## src/rtl/cd_spi_csr_bridge.sv

```systemverilog
// rtl/cd_spi_csr_bridge.sv - SPI mode-0 slave that drives single-cycle CSR read/write strobes
module cd_spi_csr_bridge #(
    parameter int SYNC_STAGES = 2
) (
    input  logic        clk,
    input  logic        reset,
    input  logic        spi_sck,
    input  logic        spi_nss,
    input  logic        spi_mosi,
    output logic        spi_miso,
    output logic        spi_miso_oe,
    output logic        chip_select,
    output logic [3:0]  csr_address,
    output logic        csr_read,
    input  logic [31:0] csr_readdata,
    output logic        csr_write,
    output logic [31:0] csr_writedata
);
    typedef enum logic [1:0] {IDLE, CMD, WR, RD} state_t;

    state_t state, state_next;

    logic [SYNC_STAGES-1:0] sck_pipe, nss_pipe, mosi_pipe;
    logic        sck_d, nss_d;
    logic        sck_s, nss_s, mosi_s;
    logic        sck_rise, sck_fall, nss_rise, nss_fall;
    logic [4:0]  bit_cnt;
    logic [31:0] shift_reg;
    logic [7:0]  cmd_byte;
    logic        write_pend;
    logic        cmd_done, word_done, read_req;

    assign sck_s    = sck_pipe[SYNC_STAGES-1];
    assign nss_s    = nss_pipe[SYNC_STAGES-1];
    assign mosi_s   = mosi_pipe[SYNC_STAGES-1];
    assign sck_rise = sck_s & ~sck_d;
    assign sck_fall = ~sck_s & sck_d;
    assign nss_rise = nss_s & ~nss_d;
    assign nss_fall = ~nss_s & nss_d;
    assign cmd_byte = {shift_reg[6:0], mosi_s};

    always_ff @(posedge clk) begin
        if (reset) begin
            sck_pipe  <= '0;
            nss_pipe  <= '1;
            mosi_pipe <= '0;
            sck_d     <= 1'b0;
            nss_d     <= 1'b1;
        end else begin
            sck_pipe  <= {sck_pipe[SYNC_STAGES-2:0], spi_sck};
            nss_pipe  <= {nss_pipe[SYNC_STAGES-2:0], spi_nss};
            mosi_pipe <= {mosi_pipe[SYNC_STAGES-2:0], spi_mosi};
            sck_d     <= sck_s;
            nss_d     <= nss_s;
        end
    end

    always_ff @(posedge clk) begin
        if (reset) state <= IDLE;
        else       state <= state_next;
    end

    // nss rising wins over any sck edge seen in the same cycle
    always_comb begin
        state_next = state;
        if (nss_rise) begin
            state_next = IDLE;
        end else begin
            case (state)
                IDLE: if (nss_fall) state_next = CMD;
                CMD:  if (sck_rise && bit_cnt == 5'd7) state_next = cmd_byte[7] ? WR : RD;
                default: state_next = state;
            endcase
        end
    end

    always_comb begin
        cmd_done  = 1'b0;
        word_done = 1'b0;
        read_req  = 1'b0;
        if (!nss_rise && sck_rise) begin
            cmd_done  = (state == CMD) && (bit_cnt == 5'd7);
            word_done = (state == WR) && (bit_cnt == 5'd31);
            read_req  = (cmd_done && !cmd_byte[7]) || ((state == RD) && (bit_cnt == 5'd31));
        end
    end

    // Target read data is sampled while csr_read is high, i.e. once csr_address is already valid
    always_ff @(posedge clk) begin
        if (reset) begin
            chip_select   <= 1'b0;
            spi_miso_oe   <= 1'b0;
            csr_address   <= 4'd0;
            csr_read      <= 1'b0;
            csr_write     <= 1'b0;
            csr_writedata <= 32'd0;
            write_pend    <= 1'b0;
            bit_cnt       <= 5'd0;
            shift_reg     <= 32'd0;
        end else begin
            chip_select <= ~nss_s;
            spi_miso_oe <= ~nss_s;
            csr_read    <= read_req;
            write_pend  <= word_done;
            csr_write   <= write_pend & ~nss_s;
            if (cmd_done)  csr_address   <= cmd_byte[3:0];
            if (word_done) csr_writedata <= {shift_reg[30:0], mosi_s};

            if (state == IDLE || nss_rise || cmd_done) bit_cnt <= 5'd0;
            else if (sck_rise)                         bit_cnt <= bit_cnt + 5'd1;

            if (state == RD && csr_read)
                shift_reg <= csr_readdata;
            else if (sck_rise && (state == CMD || state == WR))
                shift_reg <= {shift_reg[30:0], mosi_s};
            else if (state == RD && sck_fall && bit_cnt != 5'd0)
                shift_reg <= {shift_reg[30:0], 1'b0};
        end
    end

    assign spi_miso = (state == RD) & shift_reg[31];

endmodule

```

## config.mk

```make
export PLATFORM = sky130hd
export DESIGN_NAME = cd_spi_csr_bridge
export DESIGN_NICKNAME = d
export VERILOG_FILES = /design/src/rtl/cd_spi_csr_bridge.sv
export SDC_FILE = /design/constraint.sdc
export NUM_CORES = 1
export LEC_CHECK = 0
export BUFFER_PORTS_ARGS = -buffer_cell sky130_fd_sc_hd__buf_2
export CAP_MARGIN = 15
export CORE_ASPECT_RATIO = 1.75
export CORE_MARGIN = 2
export CORE_UTILIZATION = 30
export CTS_CLUSTER_SIZE = 20
export DETAILED_ROUTE_END_ITERATION = 16
export PLACE_DENSITY = 0.53
export SYNTH_ARGS = -nofsm -noshare
export SYNTH_HDL_FRONTEND = slang
export SYNTH_SLANG_ARGS = --single-unit
```

## constraint.sdc

```tcl
create_clock -name clk -period 2.2 [get_ports clk]
set_input_delay 0.33 -clock clk [delete_from_list [all_inputs] [get_ports clk]]
set_output_delay 0.33 -clock clk [all_outputs]
set_load 0.005 [all_outputs]
```

# Word level (Yosys, flattened, before mapping)
# Cells that the tools add are included.
word_totals:
  reg_bits: 87
  input_bits: 37
  output_inout_bits: 41
  elab_cells: 66
op_classes:
  mux: 9
  addsub: 1
  n_eq_ne: 7
  n_reduce_logical: 24
  bitwise: 11
ops:
  columns: ["operator", "n"]
  rows:
  - ["32-bit 2-to-1 mux", 3]
  - ["1-bit logical AND", 10]
  - ["1-bit AND", 6]
  - ["2-bit OR reduction", 3]
  - ["5-bit by 1-bit adder with 5-bit output, second input constant", 1]
  - ["5-bit by 3-bit equality test with 1-bit output, second input constant", 1]
  - ["5-bit equality test, second input constant", 1]
  - ["1-bit NOT", 5]
  - ["5-bit nonzero test", 1]
  - ["2-bit equality test, second input constant", 2]
  - ["1-bit logical OR", 4]
  - ["2-bit 2-to-1 mux", 2]
  - ["2-bit inequality test, second input constant", 2]
  - ["2-bit case mux with 2 select lines", 1]
  - ["1-bit 2-to-1 mux", 3]
  - ["3-bit AND reduction", 1]
  - ["3-bit nonzero test", 1]
  - ["2-bit by 1-bit equality test with 1-bit output, second input constant", 1]
  - ["1-bit logical NOT", 2]
  - ["2-bit logical NOT", 1]
  - ["2-bit nonzero test", 1]

# Logic depth before layout (Yosys ltp)
# Gate-level depths: netlist (run 1).
depth:
  ltp_word: 7
  ltp_mapped: 9
  mapped_depth_nobuf: 7

# Least setup slack after synthesis (run 1)
# Ideal clock, no wire load.
synth_timing:
  path_type: "register to register"
  from: "reg bit_cnt[0]"
  to: "reg csr_writedata[1]"
  setup_slack_ns: 0.466
  setup_time_ns: 0.135
  arrival_ns: 1.598
  required_ns: 2.065
  stages_incl_launch_ff: 10
  period_less_slack_ns: 1.734
  n_path_buf: 2
  cell_sequence: "dfxtp_1 -> ha_1 -> and3_1 -> ha_1 -> nand2_1 -> or3_1 -> clkbuf_1 -> buf_2 -> nand2_1 -> a21oi_1"
synth_between:
  elab_chain_len: 3
synth_lines:
  columns: ["item", "line_no", "rtl"]
  rows:
  - ["start: declaration", "27", "logic [4:0] bit_cnt;"]
  - ["start signal: assignment", "110", "else if (sck_rise) bit_cnt <= bit_cnt + 5'd1;"]
  - ["5-bit equality test", "83", "word_done = (state == WR) && (bit_cnt == 5'd31);"]
  - ["1-bit logical AND", "83", null]
  - ["1-bit 2-to-1 mux", "81", "if (!nss_rise && sck_rise) begin"]
  - ["end signal: assignment", "107", "if (word_done) csr_writedata <= {shift_reg[30:0], mosi_s};"]
  - ["end: declaration", "17", "output logic [31:0] csr_writedata"]
# No other way between the ends.
# A chain may end at the register's enable or synchronous reset.

# Final worst setup path (run 1)
layout_timing:
  from: "reg state[1]"
  to: "reg csr_address[1]"
layout_between:
  elab_chain_len: 3
layout_lines:
  columns: ["item", "line_no", "rtl"]
  rows:
  - ["start: declaration", "21", "state_t state, state_next;"]
  - ["start signal: assignment", "60", "else state <= state_next;"]
  - ["2-bit by 1-bit equality test with 1-bit output", "82", "cmd_done = (state == CMD) && (bit_cnt == 5'd7);"]
  - ["1-bit logical AND", "82", null]
  - ["1-bit 2-to-1 mux", "81", null]
  - ["end signal: assignment", "106", "if (cmd_done) csr_address <= cmd_byte[3:0];"]
  - ["end: declaration", "13", "output logic [3:0] csr_address,"]
# No other way between the ends.

==> impl_metrics.toml, run 1 <==
[flow_run]
cap_viol_max_count = 0

[route]
wl_per_cell_um = 14.3
vias = 3098
drc = 0
ant_nets = 0
via_per_inst = 4.88
dr.pass1.iters = 4
drt_wl_total_um = 9100
drt-initial-drc-count = 145

[synthesis]
ys_ff_latch = 87
syn-instance-count = 428
synth-async-reset-ratio_pct = 0
ys_seq_area_share_pct = 47.8
netlist_area_um2 = 3650
yosysUniqueCellTypes = 42
synth-edff-count = 0
synth_flop_cell = "dfxtp_1"
syn_nets = 472
ys_warn_count = 0
synth_area_per_cell_um2 = 8.52

[floorplan]
core_area_um2 = 11900
die_w_um = 87.3
start_util_pct = 30.5
die_h_um = 150
die-area_um2 = 13100
fp-row-count = 53
io_pins = 78

[cts]
insertion_delay_ns = 0.34
htree_levels = 3
clk_path_buf_depth = 2
holdBufCountCts = 0
cts_setup_buffers = 0
clockRootBuffer = "clkbuf_16"
post_cts_resized = 0
clock-sinks = 87
cts_buffers = 9
cts_tree = "yes"
clk_pin_slew_worst_paths_ns = 0.06

[worst_setup_path]
endpoint_kind = "flop"
crit_start = "state[1]$_SDFFE_PP0P_"
worstPathArrival_ns = 2.16
reg2reg_depth = 6
rrSetupSlack_ns = 0.27
crit_fanout = 5
crit_end = "csr_address[1]$_SDFFE_PP0P_"
rr_startpoint = "state[1]$_SDFFE_PP0P_"
worstReg2RegEnd = "csr_address[1]$_SDFFE_PP0P_"
criticalPathCategory = "flop to flop"
required_ns = 2.43
startpoint_type = "flop"

[status]
outcome = "completed"

[min_path]
min_path_type = "primary input to flop"

[sta]
setup_ws_ns = 0.270
rsz0062_at_grt = "no"
fin_crit_ns = 1.93
relSlewSlack_pct = 63.3
setup_tns_ns = 0
final_hold_viol_count = 0
max_freq_mhz = 518
setup_viol = 0
worstMarginPinSlew_ns = 0.551
finalCritPeriodShare_pct = 87.7
final_max_slew_viol_count = 0
worst_clock_skew_ns = 0.00754

[final_layout]
postLayoutCellArea_um2 = 4480
diodes = 0
fill_cells = 1284
nNetsFinal = 537
layout-drive-gt1-share_pct = 23.7
area_delta_synth_final_pct = 22.9
final_core_utilization_pct = 37.5

[place]
gp_congestion = 0.784
dpl.hpwl_um = 6440
io_buffer_count = 77
post-place-ws_ns = 0.268
placed_area_um2 = 4190

[grt]
grt_pass1_wl_um = 14900
grt_pass1_vias = 3098
antenna_found_initial = 0
grt_util_all_layers_pct = 14.5
overflow = 0
grt_max_degree = 43

[power]
design_power_total_mw = 3.24
leakage_nw = 1.76
vdd_drop_max_v = 0.000346
p_per_area_nw_per_um2 = 723
## per-stage QoR
step                hold WS (ns)  instances
global route               0.173        635
global placement           0.423        619
floorplan                  0.389        428
finish                     0.181        635
detailed placement         0.425        619
CTS                        0.173        635
## kinds of logic after synthesis
family / count (synthesis) / share of synthesized area (%)
XOR/XNOR: 1 / 0.240
flip-flops: 87 / 47.8
multiplexers: 4 / 1.10
AO/OA/AOI/OAI: 102 / 19.6
adder cells (fa/ha/maj): 7 / 2.40
buffers and inverters: 43 / 5.28
AND/OR/NAND/NOR: 184 / 23.6
## how the worst min path moves through the flow
| stage | from | endpoint | slack [ns] | depth (start not counted) |
|---|---|---|---|---|
| 4_1_cts | spi_nss | nss_pipe[0]$_SDFF_PP1_ | 0.17 | 2 |
| 3_3_place_gp | sck_pipe[0]$_SDFF_PP0_ | sck_pipe[1]$_SDFF_PP0_ | 0.42 | 1 |
| 3_5_place_dp | write_pend$_SDFF_PP0_ | csr_write$_SDFF_PP0_ | 0.43 | 1 |
| 2_1_floorplan | nss_pipe[0]$_SDFF_PP1_ | nss_pipe[1]$_SDFF_PP1_ | 0.39 | 1 |
| 5_1_grt | spi_nss | nss_pipe[0]$_SDFF_PP1_ | 0.17 | 2 |
| 6_report | spi_nss | nss_pipe[0]$_SDFF_PP1_ | 0.18 | 2 |
## synthesized netlist by cell type (2+ instances only)
cell      instances  share of area, %
nand3_1           3              0.41
nor3_1           32               4.4
nor4_2            2              0.69
a21oi_1          36               4.9
a211oi_1         28               5.8
buf_2            13               1.8
and3_1            2              0.34
mux2i_1           4               1.1
dfxtp_1          87                48
or2_2             2              0.34
buf_4             4              0.82
nor2b_1           6               1.0
and2_1            3              0.51
o21bai_1         29               6.0
clkbuf_1         19               2.0
nand2b_1          2              0.34
nand2_1          76               7.8
inv_1             7              0.72
nor2_1           43               4.4
ha_1              7               2.4
nor3b_1           2              0.41
## report_power, final
| group | leakage [nW] | internal, mW | switching (mW) |
|---|---|---|---|
| Clock | 0.136 | 0.881 | 0.622 |
| Sequential | 0.703 | 1.59 | 0.00940 |
| Combinational | 0.924 | 0.0675 | 0.0717 |
| Total | 1.76 | 2.54 | 0.704 |
## placed cells by master, fill, tap and decap left out, types with 2 or more instances in the layout
master,instances
nand2b_1,2
nor2_1,43
nand2_1,76
nor3_1,32
ha_1,7
clkinvlp_4,2
dfxtp_1,87
buf_2,77
buf_4,10
clkbuf_1,2
or2_2,2
nor4_2,2
and3_1,2
nor2b_1,6
a211oi_1,28
o21bai_1,29
inv_1,7
clkbuf_16,9
and2_1,2
mux2i_1,4
buf_12,3
nor3b_1,2
nand3_1,3
a21oi_1,36
## area by class of cell
type	instances	area (um^2)	area share, %
clock buffers	11	233	5.19
clock inverters	5	58.8	1.31
inverters	7	26.3	0.586
multi-input cells	298	1730	38.6
flip-flops and latches	87	1740	38.9
well taps	137	171	3.82
repair buffers	90	520	11.6
## per-layer routing
layer	track usage [%]	vias up	part of all wire (%)
met5	0	-	0
met4	6.08	0	1.9
met3	3.70	12	3.7
met2	25.2	53	53
met1	16.7	1440	41
li1	-	1593	-
## worst max-delay path, stage by stage (launching register included)
cell     delay, ns
dfxtp_1       0.35
inv_1         0.09
ha_1          0.21
or3b_4        0.44
nor4_4        0.44
mux2i_1       0.25
nor2_1        0.06
Note: power is estimated with default switching activity, not from simulation.
==> inputs of run 2 (changes only) <==
- CORE_UTILIZATION: 30 -> 54
- PLACE_DENSITY: 0.53 -> 0.83
==> impl_metrics.toml, run 2 (synthesis gave the netlist of run 1 again) <==
[floorplan]
start_util_pct = 55.8
fp-row-count = 39
io_pins = 78
die_h_um = 113
core_area_um2 = 6540
die-area_um2 = 7450
die_w_um = 66.1

[sta]
worstMarginPinSlew_ns = 0.479
setup_ws_ns = 0.274
rsz0062_at_grt = "no"
worst_clock_skew_ns = 0.00512
relSlewSlack_pct = 67.8
max_freq_mhz = 519
fin_crit_ns = 1.93
setup_viol = 0
final_max_slew_viol_count = 0
finalCritPeriodShare_pct = 87.5
setup_tns_ns = 0
final_hold_viol_count = 0

[route]
vias = 3176
drc = 0
via_per_inst = 5.49
drt-initial-drc-count = 178
dr.pass1.iters = 4
drt_wl_total_um = 8540
ant_nets = 0
wl_per_cell_um = 14.8

[cts]
clock-sinks = 87
clockRootBuffer = "clkbuf_16"
clk_path_buf_depth = 2
cts_setup_buffers = 0
post_cts_resized = 0
holdBufCountCts = 0
htree_levels = 3
insertion_delay_ns = 0.34
cts_buffers = 9
clk_pin_slew_worst_paths_ns = 0.06
cts_tree = "yes"

[power]
internal_power_mw = 2.76
p_seq_share_pct = 46.4
vdd_drop_max_v = 0.000753
leakage_nw = 1.78
p_sw_uw = 686
p_per_area_nw_per_um2 = 774
switching_share_pct = 19.9
p_comb_share_pct = 3.9
pwr-share-clk_pct = 49.7

[final_layout]
postLayoutCellArea_um2 = 4460
layout-drive-gt1-share_pct = 23.9
diodes = 0
fill_cells = 520
fin_cells = 579
mostFrequentLayoutCells = "dfxtp_1 (87), buf_2 (77), nand2_1 (76)"
regArea_um2 = 1740
nNetsFinal = 536
final_core_utilization_pct = 68.2
area_delta_synth_final_pct = 22.3
final_common_cell = "dfxtp_1"
multi_input_comb_area_um2 = 1730

[grt]
antenna_found_initial = 0
grt_pass1_vias = 3126
grt_max_degree = 63
overflow = 0
grt_pass1_wl_um = 14100
grt_util_all_layers_pct = 24.6

[worst_setup_path]
path_cells = "ha_1 > and3_1 > ha_1 > nand2_1 > or3_1 > buf_4 > nand2_1 > a21oi_1"
endpoint_kind = "flop"
crit_fanout = 21
cp_slowest_cell = "dfxtp_1"
slowest_delay_ns = 0.39
worstPathArrival_ns = 2.13
startpoint_type = "flop"
criticalPathCategory = "flop to flop"
required_ns = 2.41

[place]
io_buffer_count = 77
post-place-ws_ns = 0.310
placedCellCount = 563
gp_congestion = 0.791
dpl.hpwl_um = 5960
placed_area_um2 = 4110

[min_path]
min_path_type = "primary input to flop"

[flow_run]
cap_viol_max_count = 0

[status]
outcome = "completed"
[run 2: changes by cell type in the layout (fill, tap and decap cells not counted)]
| cell | before | now |
|---|---|---|
| bufinv_16 | 1 | 3 |
| clkinvlp_4 | 2 | 3 |
| clkinv_2 | 1 | 0 |
| clkbuf_1 | 2 | 0 |
| buf_4 | 10 | 9 |
[run 2: worst max-delay path: cells and delay by family, from the launching register on]
| family | cells | cell delay (ns) |
|---|---|---|
| and+or+nand+nor | 4 | 0.74 |
| AOI/OAI and AO/OA | 1 | 0.06 |
| buffers and inverters | 1 | 0.22 |
| adders and majority gates | 2 | 0.39 |
| DFF | 1 | 0.39 |
[run 2: worst paths after layout]
kind	to	start	depth (start not counted)	slack, ns
max	csr_writedata[1]$_SDFFE_PP0P_	bit_cnt[1]$_SDFFE_PP0P_	8	0.27
min	nss_pipe[0]$_SDFF_PP1_	spi_nss	2	0.17
max reg2reg	csr_writedata[1]$_SDFFE_PP0P_	bit_cnt[1]$_SDFFE_PP0P_	8	0.27
min reg2reg	mosi_pipe[1]$_SDFF_PP0_	mosi_pipe[0]$_SDFF_PP0_	1	0.44
[run 2: power groups by stage]
| stage | Combinational (mW) | Clock (mW) | Sequential, mW |
|---|---|---|---|
| 2_1_floorplan | 0.0800 | 0 | 1.63 |
| 3_3_place_gp | 0.131 | 0 | 1.63 |
| 3_5_place_dp | 0.133 | 0 | 1.64 |
| 4_1_cts | 0.135 | 1.74 | 1.60 |
| 5_1_grt | 0.147 | 1.80 | 1.60 |
| 6_report | 0.134 | 1.72 | 1.60 |
[run 2: metrics by stage]
step | total power [mW] | hold WS, ns
3_5_place_dp | 1.77 | 0.422
3_3_place_gp | 1.77 | 0.392
5_1_grt | 3.55 | 0.170
2_1_floorplan | 1.71 | 0.389
4_1_cts | 3.48 | 0.162
6_report | 3.45 | 0.171
[run 2: layer usage]
layer | wire length [um] | track usage [%]
met1 | 3300 | 27.2
met2 | 4650 | 43.8
met3 | 381 | 6.46
met4 | 208 | 9.12
met5 | 0 | 0
[run 2: cell type report]
| cell class | instances | share of cell area [%] |
|---|---|---|
| flip-flops and latches | 87 | 39.0 |
| multi-input cells | 298 | 38.8 |
| repair buffers | 89 | 11.5 |
| clock buffers | 9 | 5.05 |
| clock inverters | 7 | 2.72 |
| well taps | 82 | 2.30 |
| inverters | 7 | 0.589 |
